**config.mk**
```make
export PLATFORM = sky130hd
export DESIGN_NAME = hazard_ctrl
export DESIGN_NICKNAME = d
export VERILOG_FILES = /design/src/rtl/hazard_ctrl_pkg.sv /design/src/rtl/hazard_ctrl_detect.sv /design/src/rtl/hazard_ctrl.sv
export SDC_FILE = /design/constraint.sdc
export NUM_CORES = 1
export LEC_CHECK = 0
export BUFFER_PORTS_ARGS = -buffer_cell sky130_fd_sc_hd__buf_2
export CORE_MARGIN = 4
export CORE_UTILIZATION = 50
export DETAILED_ROUTE_END_ITERATION = 8
export PLACE_DENSITY = 0.84
export SLEW_MARGIN = 20
export SYNTH_ARGS = -nofsm -noshare
export SYNTH_HDL_FRONTEND = slang
export SYNTH_SLANG_ARGS = --single-unit
export TNS_END_PERCENT = 20
```
**constraint.sdc**
```tcl
create_clock -name Clk -period 2.3 [get_ports Clk]
set_input_delay 0.23 -clock Clk [delete_from_list [all_inputs] [get_ports Clk]]
set_output_delay 0.23 -clock Clk [all_outputs]
set_load 0.01 [all_outputs]
```
**src/rtl/hazard_ctrl_pkg.sv**
```systemverilog
// Shared definitions for the pipeline hazard sequencer: sequencer state codes,
// the bundle of pipeline control lines, and the canned control patterns
// for each kind of cycle.
package hazard_ctrl_pkg;

    // Sequencer state codes (one bit, kept compatible with the legacy encoding)
    localparam logic HZ_RUN  = 1'b0;
    localparam logic HZ_MEMW = 1'b1;

    // All pipeline control lines driven by the sequencer
    typedef struct packed {
        logic pc_hold;
        logic ifid_hold;
        logic ifid_rst;
        logic idex_rst;
        logic pipe_hold;
    } ctrl_t;

    localparam ctrl_t CTRL_IDLE = '0;

    // Whole pipe frozen while the MEM stage owns the instruction RAM port
    function automatic ctrl_t ctrl_freeze();
        ctrl_t c;
        c           = CTRL_IDLE;
        c.pc_hold   = 1'b1;
        c.ifid_hold = 1'b1;
        c.pipe_hold = 1'b1;
        return c;
    endfunction

    // Redirect: squash the two younger instructions, let PC take the target
    function automatic ctrl_t ctrl_branch();
        ctrl_t c;
        c          = CTRL_IDLE;
        c.ifid_rst = 1'b1;
        c.idex_rst = 1'b1;
        return c;
    endfunction

    // Load-use: keep fetch and decode, insert one bubble into EX
    function automatic ctrl_t ctrl_load_use();
        ctrl_t c;
        c           = CTRL_IDLE;
        c.pc_hold   = 1'b1;
        c.ifid_hold = 1'b1;
        c.idex_rst  = 1'b1;
        return c;
    endfunction

    // Fetch slot stolen: PC waits, decode receives a NOP
    function automatic ctrl_t ctrl_steal();
        ctrl_t c;
        c          = CTRL_IDLE;
        c.pc_hold  = 1'b1;
        c.ifid_rst = 1'b1;
        return c;
    endfunction

endpackage

```
**src/rtl/hazard_ctrl_detect.sv**
```systemverilog
// Load-use detector: flags an EX-stage load whose destination is read by
// the instruction currently in decode. Purely combinational.
module hazard_ctrl_detect
    import hazard_ctrl_pkg::*;
#(
    parameter int REG_W = 4
) (
    input  logic             mem_read,
    input  logic [REG_W-1:0] dst,
    input  logic [REG_W-1:0] src_a,
    input  logic             src_a_vld,
    input  logic [REG_W-1:0] src_b,
    input  logic             src_b_vld,
    output logic             load_use
);

    logic hit_a;
    logic hit_b;

    // Compare each used decode source against the load destination
    always_comb begin
        hit_a    = src_a_vld && (src_a == dst);
        hit_b    = src_b_vld && (src_b == dst);
        load_use = mem_read && (hit_a || hit_b);
    end

endmodule

```
**src/rtl/hazard_ctrl.sv**
```systemverilog
// Pipeline sequencer for the 16-bit 5-stage core. Resolves branch redirect,
// load-use and the structural conflict on the shared instruction RAM port,
// and keeps a saturating count of cycles in which the PC was held.
module hazard_ctrl
    import hazard_ctrl_pkg::*;
#(
    parameter int MEM_WAIT = 2,
    parameter int REG_W    = 4,
    parameter int CNT_W    = 16
) (
    input  logic             Clk,
    input  logic             Rst,
    input  logic             BranchTaken,
    input  logic             ExMemRead,
    input  logic [REG_W-1:0] ExDst,
    input  logic [REG_W-1:0] IdSrcA,
    input  logic             IdSrcAVld,
    input  logic [REG_W-1:0] IdSrcB,
    input  logic             IdSrcBVld,
    input  logic             MemInsReq,
    input  logic             ClrStat,
    output logic             PcHold,
    output logic             IfIdHold,
    output logic             IfIdRst,
    output logic             IdExRst,
    output logic             PipeHold,
    output logic [CNT_W-1:0] StallCycles
);

    localparam int             CW        = $clog2(MEM_WAIT + 1);
    localparam logic [CW-1:0]  CNT_ONE   = CW'(1);
    localparam logic [CW-1:0]  CNT_START = CW'(MEM_WAIT - 1);
    localparam bit             MULTI     = (MEM_WAIT > 1);
    localparam logic [CNT_W-1:0] STALL_MAX = '1;
    localparam logic [CNT_W-1:0] STALL_ONE = CNT_W'(1);

    logic             st;
    logic [CW-1:0]    cnt;
    logic [CNT_W-1:0] stall;
    logic             load_use;
    logic             freeze;
    logic             steal;
    logic             enter_memw;
    ctrl_t            ctrl;

    hazard_ctrl_detect #(
        .REG_W (REG_W)
    ) u_detect (
        .mem_read  (ExMemRead),
        .dst       (ExDst),
        .src_a     (IdSrcA),
        .src_a_vld (IdSrcAVld),
        .src_b     (IdSrcB),
        .src_b_vld (IdSrcBVld),
        .load_use  (load_use)
    );

    // Classify the structural part of this cycle: freeze, slot steal or neither
    always_comb begin
        freeze     = 1'b0;
        steal      = 1'b0;
        enter_memw = 1'b0;
        if (st == HZ_RUN) begin
            if (MemInsReq) begin
                if (MULTI) begin
                    freeze     = 1'b1;
                    enter_memw = 1'b1;
                end else begin
                    steal = 1'b1;
                end
            end
        end else begin
            if (cnt > CNT_ONE) begin
                freeze = 1'b1;
            end else if (cnt == CNT_ONE) begin
                steal = 1'b1;
            end
        end
    end

    // Pick the control pattern; a freeze masks branch and load-use entirely
    always_comb begin
        ctrl = CTRL_IDLE;
        if (!Rst) begin
            ctrl = CTRL_IDLE;
        end else if (freeze) begin
            ctrl = ctrl_freeze();
        end else if (BranchTaken) begin
            ctrl = ctrl_branch();
        end else if (load_use) begin
            ctrl = ctrl_load_use();
        end else if (steal) begin
            ctrl = ctrl_steal();
        end
    end

    assign PcHold      = ctrl.pc_hold;
    assign IfIdHold    = ctrl.ifid_hold;
    assign IfIdRst     = ctrl.ifid_rst;
    assign IdExRst     = ctrl.idex_rst;
    assign PipeHold    = ctrl.pipe_hold;
    assign StallCycles = stall;

    // Structural-wait sequencer: count down the port occupancy, then return to RUN
    always_ff @(posedge Clk or negedge Rst) begin
        if (!Rst) begin
            st  <= HZ_RUN;
            cnt <= '0;
        end else if (st == HZ_RUN) begin
            if (enter_memw) begin
                st  <= HZ_MEMW;
                cnt <= CNT_START;
            end
        end else begin
            cnt <= cnt - CNT_ONE;
            if (cnt == CNT_ONE) begin
                st <= HZ_RUN;
            end
        end
    end

    // Saturating count of PC-hold cycles; a clear request beats the increment
    always_ff @(posedge Clk or negedge Rst) begin
        if (!Rst) begin
            stall <= '0;
        end else if (ClrStat) begin
            stall <= '0;
        end else if (ctrl.pc_hold && (stall != STALL_MAX)) begin
            stall <= stall + STALL_ONE;
        end
    end

endmodule
```
==> results.ini <==
[synthesis]
synth_xor_xnor_area_share_pct = 7.833
yosysMostFrequentCell = dfrtp_1
synth_area_per_cell_um2 = 8.848
yosys.area_share.simple_pct = 24.72
synth.area.top_cells = dfrtp_1 39%, xnor2_1 5.7%, a21oi_1 4.5%
synthTopCellsByCount = 19 x dfrtp_1, 11 x a21oi_1, 11 x nor2_1, 10 x nand2_1, 10 x nand3_1
synth_compound_area_share_pct = 18.92
synthCells = 139
synthArstFlopShare_pct = 100.0
yosys_warnings = 0
synth_top_area_share_pct = 38.66
synth_top_cell_by_area = dfrtp_1
yosysUniqueCellTypes = 38
synth_top_family_by_area = simple AND/OR/NAND/NOR gates
synth.area.mux_share_pct = 1.729
ys_seq_elements = 19
synth-edff-count = 0
synth_seq_area_share_pct = 38.66
synth_fa_ha_area_share_pct = 3.052
ys.flop_type = dfrtp_1
syn_nets = 162
synthesis.area_um2 = 1230

[routing]
wire_per_inst_um = 14.58
vias = 1216
final_antenna_net_count = 0
remaining_drc_errors = 0
drt_iter0_drc = 48
via_per_inst = 5.790
dr.pass1.iters = 4
drt-total-wl_um = 3062

[timing]
skew_ns = 0.009037
fmax_mhz = 467.3
drv_slew = 0
worst_pin_slew_ns = 0.4973
setup_tns_ns = 0
fin_crit_sh_pct = 93.04
fin_crit_ns = 2.140
rsz0062_at_grt = no
maxSlewHeadroom_pct = 66.54
worst_slack_ns = 0.1600
setup_viol = 0
hold_viol_final = 0
hold_ws_ns = 0.1400

[flow_run]
maxCapViolCount = 0

[critical_path]
crit_slowest_cell = dfrtp_1
worstPathCellList = inv_1 -> ha_1 -> inv_1 -> a31oi_1 -> o21ai_1 -> nor2_1 -> inv_1 -> buf_2
critPathLaunch = cnt[1]
critPathKind = reg -> out
r2r-start = cnt[0]
worstSetupEndpointType = primary output
cp-start-kind = register
critPathMaxStageDelay_ns = 0.40
critPathArrivalTime_ns = 1.91
required_ns = 2.07
crit_top_cell = inv_1
crit_fanout = 5

[global_route]
gr-usage-met1_pct = 22.78
globalRouteMet2Util_pct = 35.65
grt_pass1_wl_um = 5071
gr-usage-met3_pct = 2.262
grt-busiest-layer = met2
grt_pass1_vias = 1166
grt.total_usage_pct = 19.32
grt_start_max_net_pins = 23
antenna_found_initial = 0
overflow = 0

[die]
die_x_um = 57.60
die-area_um2 = 3317
fp.coreArea_um2 = 2276
rows = 17
die_h_um = 57.60
start_util_pct = 54.04
ios = 41

[cts]
ctsLongestPathBuffers = 2
htreeDepth = 1
post_cts_buffers = 0
cts_tree = done
insertion_delay_ns = 0.31
cts_buffers = 3
path_clk_slew_ns = 0.10
cts_root_buffer = clkbuf_4
clock-sinks = 19

[finish]
finalNonFillerCells = 210
nFillCells = 200
diodes = 0
final_util_pct = 65.59
ff_latch_area_um2 = 475.5
multiInputGateArea_um2 = 691.9
nets = 206
areaGrowthSynthToFinish_pct = 21.36
drive_gt1_share_pct = 30.77

[pwr]
p_int_w = 0.0005538
seqPwrFrac_pct = 47.4
clockPowerShare_pct = 19.3
powerDensity_nw_per_um2 = 598.8
p_sw_share_pct = 38.04
leakagePower_nw = 0.7005
p_sw_w = 0.0003401
max-vdd-ir-drop_uv = 573.2
power_frac_comb_pct = 33.3

[hold_path]
hp-start = MemInsReq
hold_class = in -> reg

[place]
routabilityCongestion = 0.8258
dp.cells = 205
dp_worst_setup_slack_ns = 0.2597
dpl.hpwl_um = 2320
port_buffers = 40

[status]
run_status = complete, no violations

worst paths after layout:
path	endpoint	slack (ns)	depth (start not counted)
min in group asynchronous	StallCycles[3]	0.39	3
setup / recovery	PcHold	0.16	8
setup reg to reg	StallCycles[5]	0.21	8
hold / removal	cnt[1]	0.14	2
max in group asynchronous	StallCycles[14]	1.72	3
hold reg to reg	cnt[0]	0.53	1
layout make-up:
type,instances,area share (%)
inverter,7,1.760
multi-input combinational,108,46.35
tap,28,2.347
sequential,19,31.85
timing repair buffer,44,15.84
clock inverter,1,0.3353
clock buffer,3,1.509
timing repair:
item                                    4_1_cts  5_1_grt
hold buffers                                  1        0
endpoints found under the setup margin        0        2
resized for setup                             0        1
hold endpoints to repair                     19        0
kinds of logic after synthesis:
group                      count (synthesis)
adders and majority gates                  3
and+or+nand+nor                           57
xor gates and xnor gates                  11
AOI/OAI and AO/OA                         35
muxes                                      2
buffers and inverters                     12
DFF                                       19
power by group through the flow:
stage / sequential (W) / combinational [W] / clock [W]
CTS: 0.000421 / 0.000298 / 0.000175
floorplan: 0.000404 / 0.000218 / 0
global route: 0.000430 / 0.000334 / 0.000188
finish: 0.000424 / 0.000297 / 0.000173
global placement: 0.000421 / 0.000272 / 0
detailed placement: 0.000426 / 0.000291 / 0
worst max-delay path: cells and delay by family, from the launching register on:
kind            cells  cell delay (ns)
compound gates      2             0.41
fa+ha+maj           1             0.15
buf+inv             4             0.37
flops               1             0.40
simple gates        1             0.30
state kept, by name, summed over array words and instances, names as in the netlist:
signal and cells:
StallCycles 16, st 1, cnt 2
metrics by stage:
stage               cell area [µm²]  power (W)
global route                   1493  0.0009522
detailed placement             1451  0.0007175
finish                         1493  0.0008939
CTS                            1489  0.0008940
floorplan                      1230  0.0006229
global placement               1451  0.0006936
cells in the final DEF (no fill, tap or decap), drive strengths merged:
master	instances
nor2b	1
o21bai	1
a31oi	2
nand2	11
and3b	1
xor2	3
clkbuf	3
nor4	4
nor3	2
a21oi	11
o21ai	6
or4	4
clkinv	1
o211ai	1
or2	3
nor2	12
buf	43
nand4	4
inv	7
or3	4
o22ai	2
o31ai	5
dlygate4sd3	1
xnor2	8
mux2	1
and2	1
o21ba	3
o31a	3
mux2i	1
dfrtp	19
a21o	1
nand3	10
ha	3
per-layer routing:
metal / share of wire (%) / up-vias
li1: - / 595
met4: 1.4 / 0
met2: 53 / 42
met1: 40 / 574
met5: 0 / -
met3: 5.8 / 5
Note: power is estimated with default switching activity, not from simulation.
